## src/rtl/code_entry_tx.sv

```systemverilog
// code_entry_tx: dial a 4-bit code, submit it to the checker, show the verdict and lock out after repeated failures (CODE_ENTRY_LOCKOUT_EN builds the lockout)
module code_entry_tx #(
  parameter int TIMEOUT_TICKS = 4,
  parameter int SHOW_TICKS = 2
`ifdef CODE_ENTRY_LOCKOUT_EN
  , parameter int MAX_TRIES = 3,
  parameter int LOCK_TICKS = 10
`endif
) (
  input  logic       clk,
  input  logic       reset,
  input  logic       tick,
  input  logic       btn_next,
  input  logic       btn_send,
  input  logic       resp_valid,
  input  logic       resp_ok,
  output logic [3:0] code_out,
  output logic       code_valid,
  output logic [3:0] LED,
  output logic       locked,
  output logic [1:0] fail_cnt
);
  typedef enum logic [2:0] {EDIT, SEND, SHOW_OK, SHOW_FAIL, LOCK} state_t;
  state_t state, state_n;
  logic [3:0] code_reg, code_n, cnt, cnt_n, cnt_inc, led_n;
  logic [1:0] fail_n;
  logic flip, flip_n, fail_ev, locked_n;
  // next state, next counters and next registered outputs
  always_comb begin
    state_n = state;
    code_n = code_reg;
    fail_n = fail_cnt;
    fail_ev = 1'b0;
    cnt_inc = cnt + {3'd0, tick};
    case (state)
      EDIT: begin
        state_n = btn_send ? SEND : EDIT;
        code_n = (btn_next && !btn_send) ? code_reg + 4'd1 : code_reg;
      end
      SEND: begin
        if (resp_valid && resp_ok) begin
          state_n = SHOW_OK;
          fail_n = 2'd0;
        end else begin
          fail_ev = resp_valid || cnt_inc == 4'(TIMEOUT_TICKS);
        end
      end
      SHOW_OK: state_n = (cnt_inc == 4'(SHOW_TICKS)) ? EDIT : SHOW_OK;
      SHOW_FAIL: begin
        if (cnt_inc == 4'(SHOW_TICKS)) begin
          state_n = EDIT;
          code_n = 4'd0;
        end
      end
`ifdef CODE_ENTRY_LOCKOUT_EN
      LOCK: begin
        if (cnt_inc == 4'(LOCK_TICKS)) begin
          state_n = EDIT;
          code_n = 4'd0;
          fail_n = 2'd0;
        end
      end
`endif
      default: state_n = EDIT;
    endcase
`ifdef CODE_ENTRY_LOCKOUT_EN
    if (fail_ev) begin
      fail_n = fail_cnt + 2'd1;
      state_n = (fail_cnt + 2'd1 == 2'(MAX_TRIES)) ? LOCK : SHOW_FAIL;
    end
    locked_n = state_n == LOCK;
`else
    if (fail_ev) begin
      fail_n = (fail_cnt == 2'd3) ? 2'd3 : fail_cnt + 2'd1;
      state_n = SHOW_FAIL;
    end
    locked_n = 1'b0;
`endif
    cnt_n = (state_n != state || state == EDIT) ? 4'd0 : cnt_inc;
    flip_n = (state == SHOW_FAIL && state_n == SHOW_FAIL) ? flip ^ tick : 1'b0;
    led_n = (state_n == EDIT || state_n == SEND) ? code_n :
            (state_n == SHOW_OK) ? 4'b1111 :
            (state_n == SHOW_FAIL) ? (flip_n ? 4'b0101 : 4'b1010) : 4'b0000;
  end
  // state and output registers
  always_ff @(posedge clk) begin
    if (!reset) begin
      state <= EDIT;
      code_reg <= 4'd0;
      cnt <= 4'd0;
      flip <= 1'b0;
      fail_cnt <= 2'd0;
      LED <= 4'd0;
      code_out <= 4'd0;
      code_valid <= 1'b0;
      locked <= 1'b0;
    end else begin
      state <= state_n;
      code_reg <= code_n;
      cnt <= cnt_n;
      flip <= flip_n;
      fail_cnt <= fail_n;
      LED <= led_n;
      code_out <= (state_n == SEND) ? code_n : code_out;
      code_valid <= state_n == SEND;
      locked <= locked_n;
    end
  end
endmodule

```

## config.mk

```make
export PLATFORM = sky130hd
export DESIGN_NAME = code_entry_tx
export DESIGN_NICKNAME = d
export VERILOG_FILES = /design/src/rtl/code_entry_tx.sv
export SDC_FILE = /design/constraint.sdc
export NUM_CORES = 1
export LEC_CHECK = 0
export BUFFER_PORTS_ARGS = -buffer_cell sky130_fd_sc_hd__buf_2
export CAP_MARGIN = 20
export CORE_MARGIN = 4
export CORE_UTILIZATION = 35
export CTS_CLUSTER_DIAMETER = 40
export DETAILED_ROUTE_END_ITERATION = 10
export MAX_ROUTING_LAYER = met4
export PLACE_DENSITY = 0.59
export SKIP_CTS_REPAIR_TIMING = 1
export SYNTH_ARGS = -nofsm -noshare
export SYNTH_HDL_FRONTEND = slang
export SYNTH_SLANG_ARGS = --single-unit
```

## constraint.sdc

```tcl
create_clock -name clk -period 4.4 [get_ports clk]
set_input_delay 0.88 -clock clk [delete_from_list [all_inputs] [get_ports clk]]
set_output_delay 0.88 -clock clk [all_outputs]
set_load 0.02 [all_outputs]
```

# Word-level counts from Yosys, hierarchy flattened
# Index checks and enable logic that the tools add are counted.
# W data, S select, Z words.
totals:
  reg_bits: 23
  latchBits: 0
  mem_bits_rw: 0
  mem_bits_ro: 0
  inputBits: 7
  output_inout_bits: 12
  wordCells: 56
  n_memories: 0
op_classes:
  add_sub_neg: 3
  mul: 0
  n_div: 0
  magnitude_cmp: 0
  n_eq_ne: 10
  shifts: 0
  mux: 20
  bitwise_logic: 2
  reduce_logical: 13
ops:
  columns: ["operator", "n"]
  rows:
  - ["$mux W4", 6]
  - ["$eq A3 B2 Y1 const B", 4]
  - ["$pmux W3 S4", 1]
  - ["$mux W2", 5]
  - ["$mux W3", 3]
  - ["$pmux W4 S2", 1]
  - ["$eq A3 B1 Y1 const B", 2]
  - ["$logic_not A3 Y1", 2]
  - ["$add A4 B1 Y4", 1]
  - ["$add A4 B1 Y4 const B", 1]
  - ["$eq A4 B2 Y1 const B", 1]
  - ["$eq A4 B3 Y1 const B", 1]
  - ["$mux W1", 4]
  - ["$reduce_bool A2 Y1", 2]
  - ["$logic_and A1 B1 Y1", 3]
  - ["$logic_or A1 B1 Y1", 3]
  - ["$ne A3 B3 Y1", 1]
  - ["$add A2 B1 Y2 const B", 1]
  - ["$eq A2 B2 Y1 const B", 1]
  - ["$reduce_and A2 Y1", 1]
  - ["$reduce_or A2 Y1", 1]
  - ["$logic_not A1 Y1", 1]
  - ["$not A1 Y1", 1]
  - ["$xor A1 B1 Y1", 1]

# Longest topological paths before layout
# Gate-level depths: netlist of the first run.
depth:
  word_depth: 13
  ltp_mapped: 9
  ltp_nobuf: 8

# Least setup slack after synthesis of the first run
# OpenSTA, ideal clock, no wires.
synth_path:
  path_type: "input to register"
  startpoint: "input port tick"
  endpoint: "register LED[3]"
  setup_time_ns: 0.060
  arrival_ns: 2.464
  t_required_ns: 4.340
  slack_ns: 1.876
  stages: 9
  n_path_buf: 1
  cell_sequence: "ha_1 > ha_1 > xnor2_1 > and3_4 > and3_4 > buf_6 > or3_4 > nand2_1 > and3_1"
synth_via:
  elab_chain_cells: 13
  elab_cells_between_ends: 24
  cone_classes: "add/sub (1); eq/ne (5); mux (13); bitwise (1); reduce/logical (4)"
synth_rtl:
  columns: ["element", "line_no", "source"]
  rows:
  - ["from (decl)", "12", "input logic tick,"]
  - ["parallel branches: the longest is 12 deep, another holds $add A4 B1 Y4", null, null]
  - ["$mux W4 (*)", "81", "led_n = (state_n == EDIT || state_n == SEND) ? code_n :"]
  - ["to (signal assigned)", "103", "LED <= led_n;"]
  - ["to (decl)", "19", "output logic [3:0] LED,"]
# Mark *: on every way between the ends.
# A chain may end at the register's enable or synchronous reset.

# Worst setup path in the final report of the first run
layout_path:
  startpoint: "input port tick"
  endpoint: "register LED[1]"
# Same word-level chain as after synthesis.

==> flow_summary.yaml, run 1 <==
sta:
  grt_setup_unrepaired: "false"
  slew-limit-headroom: 0.4330
  timing.final.crit_share: 0.5573
  finalSetupViolCount: 0
  tightest_slew_ps: 844.0
  period_needed_ps: 2452
  max_freq_mhz: 407.8
  finalMaxSlewViolations: 0
  clock_skew_ps: 1.785
  fin_setup_tns_ps: 0
  hold_viol: 0
finish:
  final_cell_mix: "dfxtp_1, nor2_1, buf_2"
  synthToLayoutAreaGrowth_pct: 12.98
  post_route_cells_drive_above_1_share: 0.1880
  diodes: 0
  stdcell_area_um2: 1144
  final_common_cell: "dfxtp_1"
  fin_nets: 144
logic_synthesis:
  synthCells: 114
  ys_ff_latch: 23
  synth_edf_count: 0
  ys_types: 33
  yosys_warnings: 0
  syn_avg_cell_area_um2: 8.879
  yosysSeqAreaShare: 0.4549
  async_flop_share: 0
  netlist_area_um2: 1012
  ys.flop_type: "dfxtp_1"
setup_path:
  path_class: "in -> reg"
  endpoint_kind: "register"
  critPathRequiredTime_ps: 4600
  path_max_fanout: 4
  worst_setup_path_start_kind: "primary input"
  cp.arrival_ps: 2650
placed_design:
  gp_congestion: 0.9151
  hpwl_um: 1620
  placed_cell_area_um2: 1117
  portBuffers: 17
die:
  die_area_um2: 3816
  core_area_um2: 2758
  die_h_um: 61.78
  pin_count: 19
  initial_core_util: 0.3671
  die_x_um: 61.78
  placementRows: 19
routing:
  wl_um: 2063
  ant_nets: 0
  drcViolationCount: 0
  viasPerCell: 5.165
  drtIter0Drc: 50
  avgRoutedWirePerCell_um: 12.58
  firstDrtPassIters: 4
  via_count: 847
grt:
  grt_pass1_vias: 764
  grt_pass1_wl_um: 3429
  grt_max_degree: 15
  grt.total_usage: 0.1266
  antenna_found_initial: 0
  grt_overflow: 0
clocking:
  tritoncts: "done"
  cts-root-buf: "clkbuf_4"
  clockBufferDepth: 2
  cts_sinks: 23
  path_clk_slew_ps: 120
  cts_buffers: 3
  htree_levels: 1
  clk_latency_ps: 310
power_and_ir_drop:
  power.leakage_nw: 0.4913
  p_per_area_nw_per_um2: 305.5
  vdd_drop_max_mv: 0.1445
flow_run:
  max_cap_viol_count: 0
worst_hold_path:
  hold_path_class: "reg -> reg"
outcome:
  status: "finished, final reports clean"
-- worst paths after layout --
check | startpoint | to | slack, ps | cells after the start
max | tick | LED[1] | 1950 | 9
min | fail_cnt[1] | fail_cnt[0] | 470 | 2
max reg2reg | cnt[0] | LED[1] | 2330 | 8
min reg2reg | fail_cnt[1] | fail_cnt[0] | 470 | 2
-- cells in the mapped netlist (all sizes together), types with 3 or more instances --
cell	instances	area (um2)
a31oi	3	18.77
and3	3	28.78
dfxtp	23	460.4
ha	3	37.54
inv	6	22.52
mux2i	5	50.05
nand2	4	15.01
nand3	3	15.01
nor2	22	82.58
nor3	10	50.05
o21ai	6	30.03
-- area by class of cell --
class / instances / area, um2
sequential: 23 / 460.4
inverter: 6 / 22.52
tap: 31 / 38.79
timing repair buffer: 17 / 85.08
multi-input combinational: 83 / 510.5
fill: 283 / 1614
clock buffer: 4 / 26.28
-- stage by stage --
step | hold slack (ps) | total power, mW | utilization | instances | worst slack [ps]
finish | 471.4 | 0.3494 | 0.4147 | 164 | 1948
floorplan | 539.4 | 0.2448 | - | 115 | 1876
CTS | 477.5 | 0.3516 | 0.4147 | 164 | 1944
detailed placement | 459.5 | 0.2558 | 0.4052 | 160 | 1615
global route | 507.5 | 0.3661 | 0.4147 | 164 | 1762
global placement | 449.6 | 0.2552 | 0.4052 | 160 | 1644
-- per-layer routing --
| metal | routed length, um | part of all wire | up-vias | track usage |
|---|---|---|---|---|
| met1 | 1027 | 0.50 | 390 | 0.1694 |
| met5 | 0 | 0 | - | - |
| met2 | 904 | 0.44 | 18 | 0.1734 |
| met3 | 83 | 0.040 | 5 | 0.02479 |
| met4 | 49 | 0.024 | 0 | 0.07879 |
| li1 | - | - | 434 | - |
-- worst max-delay path: stages --
cell and delay (ps):
buf_2 110, ha_1 210, ha_1 190, xnor2_1 310, nor3b_1 100, a32o_1 290, or2_2 320, o21ai_0 170
nor2_1 60
-- where the power goes --
| group | total, mW | internal (mW) | switching (mW) |
|---|---|---|---|
| registers | 0.216 | 0.213 | 0.00318 |
| logic | 0.0352 | 0.0124 | 0.0228 |
| clock network | 0.0982 | 0.0355 | 0.0627 |
| total | 0.349 | 0.261 | 0.0888 |
-- cell families (layout without fill, tap and decap cells) --
group	after synthesis	count (layout)	synth area share
adder cells (fa/ha/maj)	3	3	0.03709
XOR/XNOR	3	3	0.02596
buffers and inverters	9	27	0.04450
other	1	2	0.003705
flip-flops	23	23	0.4549
AND/OR/NAND/NOR	53	53	0.2670
AO/OA/AOI/OAI	17	17	0.1174
multiplexers	5	5	0.04945
(Power assumes the default switching activity.)
==> run 2: changes to the inputs <==
--- a/config.mk
+++ b/config.mk
@@ -5,6 +5,7 @@
 export SDC_FILE = /design/constraint.sdc
 export NUM_CORES = 1
 export LEC_CHECK = 0
+export ABC_AREA = 1
 export BUFFER_PORTS_ARGS = -buffer_cell sky130_fd_sc_hd__buf_2
 export CAP_MARGIN = 20
 export CORE_MARGIN = 4
@@ -12,7 +13,7 @@
 export CTS_CLUSTER_DIAMETER = 40
 export DETAILED_ROUTE_END_ITERATION = 10
 export MAX_ROUTING_LAYER = met4
-export PLACE_DENSITY = 0.59
+export PLACE_DENSITY = 0.6
 export SKIP_CTS_REPAIR_TIMING = 1
 export SYNTH_ARGS = -nofsm -noshare
 export SYNTH_HDL_FRONTEND = slang
==> constraint.sdc (replaced) <==
create_clock -name clk -period 2 [get_ports clk]
set_input_delay 0.4 -clock clk [delete_from_list [all_inputs] [get_ports clk]]
set_output_delay 0.4 -clock clk [all_outputs]
set_load 0.02 [all_outputs]
==> run 2 against run 1 <==
- first-iteration DRC count down 34%
- die area rose by 8.6%
- sequential share of layout area fell by 4.0 points
- combinational power grew to 2.6 times the previous value
- highest routed layer unchanged
==> flow_summary.yaml, run 2 <==
clocking:
  cts_sinks: 23
  cts_buffers: 3
  cts-root-buf: "clkbuf_4"
  clockBufferDepth: 2
  tritoncts: "done"
  htree_levels: 1
  path_clk_slew_ps: 120
  clk_latency_ps: 300
grt:
  grt.total_usage: 0.1230
  grt_overflow: 0
  antenna_found_initial: 0
  grt_pass1_wl_um: 3988
  grt_max_degree: 13
  grt_pass1_vias: 991
routing:
  drcViolationCount: 0
  wl_um: 2222
  ant_nets: 0
  drtIter0Drc: 33
  firstDrtPassIters: 4
  via_count: 1017
  avgRoutedWirePerCell_um: 9.876
  viasPerCell: 4.520
power_and_ir_drop:
  p_per_area_nw_per_um2: 616.3
  power.leakage_nw: 0.6463
  vdd_drop_max_mv: 0.3773
setup_path:
  cp_common_cell: "nand2_1"
  worst_setup_path_start_kind: "register"
  cp.arrival_ps: 1960
  path_max_fanout: 9
  worstPathCellList: "ha_1, ha_1, nand2_1, nor2_2, nand2_2, nand2_1, nand2_1, nand3_4, clkinv_1, nand2_1, nand2_1"
  rr_endpoint: "code_out[1]"
  critPathRequiredTime_ps: 2220
  max_stage_delay_ps: 320
  r2r_slack_ps: 250
  r2r_start: "cnt[0]"
  crit_path_start: "cnt[0]"
  endpoint_kind: "register"
  path_class: "reg -> reg"
  cpMaxStageDelayCell: "dfxtp_1"
  r2r_cells: 11
logic_synthesis:
  ys.flop_type: "dfxtp_1"
  synth_edf_count: 0
  yosysSeqAreaShare: 0.4139
  ys_types: 24
  syn_avg_cell_area_um2: 6.909
  yosys_warnings: 0
  synth_area_leaders: "dfxtp_1, nand2_1, nand3_1"
  synthMuxAreaShare: 0
  synth_common_cells: "nand2_1, dfxtp_1, inv_1, nand3_1, nor2_1"
  synth_compound_area_frac: 0.09224
  synthCells: 161
  synth_top_family_by_area: "simple AND/OR/NAND/NOR gates"
  synth_xor_area_frac: 0.007874
  netlist_area_um2: 1112
  yosysTopAreaCell: "dfxtp_1"
  synth-simple-area-share: 0.3442
  synthAdderAreaFrac: 0.03375
  yosysMostFrequentCell: "nand2_1"
  async_flop_share: 0
  ys_ff_latch: 23
  synth_top_area_frac: 0.4139
die:
  pin_count: 19
  die_x_um: 64.38
  die_area_um2: 4144
  core_area_um2: 3053
  die_h_um: 64.38
  placementRows: 20
  initial_core_util: 0.3643
sta:
  hold_ws_ps: 441.3
  fin_setup_tns_ps: 0
  max_freq_mhz: 571.7
  timing.final.crit_share: 0.8746
  period_needed_ps: 1749
  clock_skew_ps: 2.132
  hold_viol: 0
  grt_setup_unrepaired: "false"
  setup_ws_ps: 250.8
  finalMaxSlewViolations: 0
  finalSetupViolCount: 0
worst_hold_path:
  whs_path_depth: 3
  min_from: "reset"
  holdPathEnd: "fail_cnt[1]"
  hold_path_class: "in -> reg"
placed_design:
  dpl_worst_slack_ps: -4.915
  gp_congestion: 0.8598
  hpwl_um: 1781
  portBuffers: 17
finish:
  post_route_cells_drive_above_1_share: 0.1934
  synthToLayoutAreaGrowth_pct: 14.29
  final_cell_mix: "nand2_1, dfxtp_1, nand3_1, inv_1, buf_2"
  final_common_cell: "nand2_1"
  fin_nets: 192
  diodes: 0
flow_run:
  max_cap_viol_count: 0
outcome:
  status: "finished, final reports clean"
[run 2: metrics by stage]
stage	util	instances	power (mW)	instance area, um2
floorplan	-	162	0.5551	1116
global placement	0.4078	221	0.5803	1245
detailed placement	0.4078	221	0.5823	1245
CTS	0.4164	225	0.7905	1271
global route	0.4164	225	0.8277	1271
finish	0.4164	225	0.7835	1271
[run 2: critical path: cells and delay by family, from the launching register on]
family                   cells  cell delay, ps
adder cells (fa/ha/maj)      2             490
buffers and inverters        1              70
flip-flops                   1             320
AND/OR/NAND/NOR              8             770
[run 2: area by class of cell]
type / count / area, um2
clock buffers: 4 / 26.28
well taps: 44 / 55.05
fillers: 338 / 1782
inverters: 28 / 105.1
multi-input cells: 109 / 539.3
flip-flops and latches: 23 / 460.4
repair buffers: 17 / 85.08
[run 2: worst max-delay path by stage]
stage	end	depth (start not counted)
after detailed placement	code_out[1]	12
after CTS	code_out[1]	11
after global routing	code_out[1]	13
after global placement	code_out[1]	12
after floorplan	code_out[1]	11
final	code_out[1]	11
[run 2: cells by family (layout without fill, tap and decap cells)]
kind of cell | count (synthesis) | in the layout
DFF | 23 | 23
buffers and inverters | 30 | 49
xor gates and xnor gates | 1 | 1
AOI/OAI and AO/OA | 16 | 16
adders and majority gates | 3 | 3
other | 1 | 2
and+or+nand+nor | 87 | 87
[run 2: per-layer routing]
layer	wire, um	vias to the layer above	track usage
li1	-	543	-
met1	1047	452	0.1413
met2	1057	18	0.2113
met3	87	4	0.02812
met4	29	0	0.03958
met5	0	-	-
[run 2: where the power goes]
part / internal [mW] / switching (mW)
Combinational: 0.0296 / 0.0633
Clock: 0.0777 / 0.133
Sequential: 0.471 / 0.00850
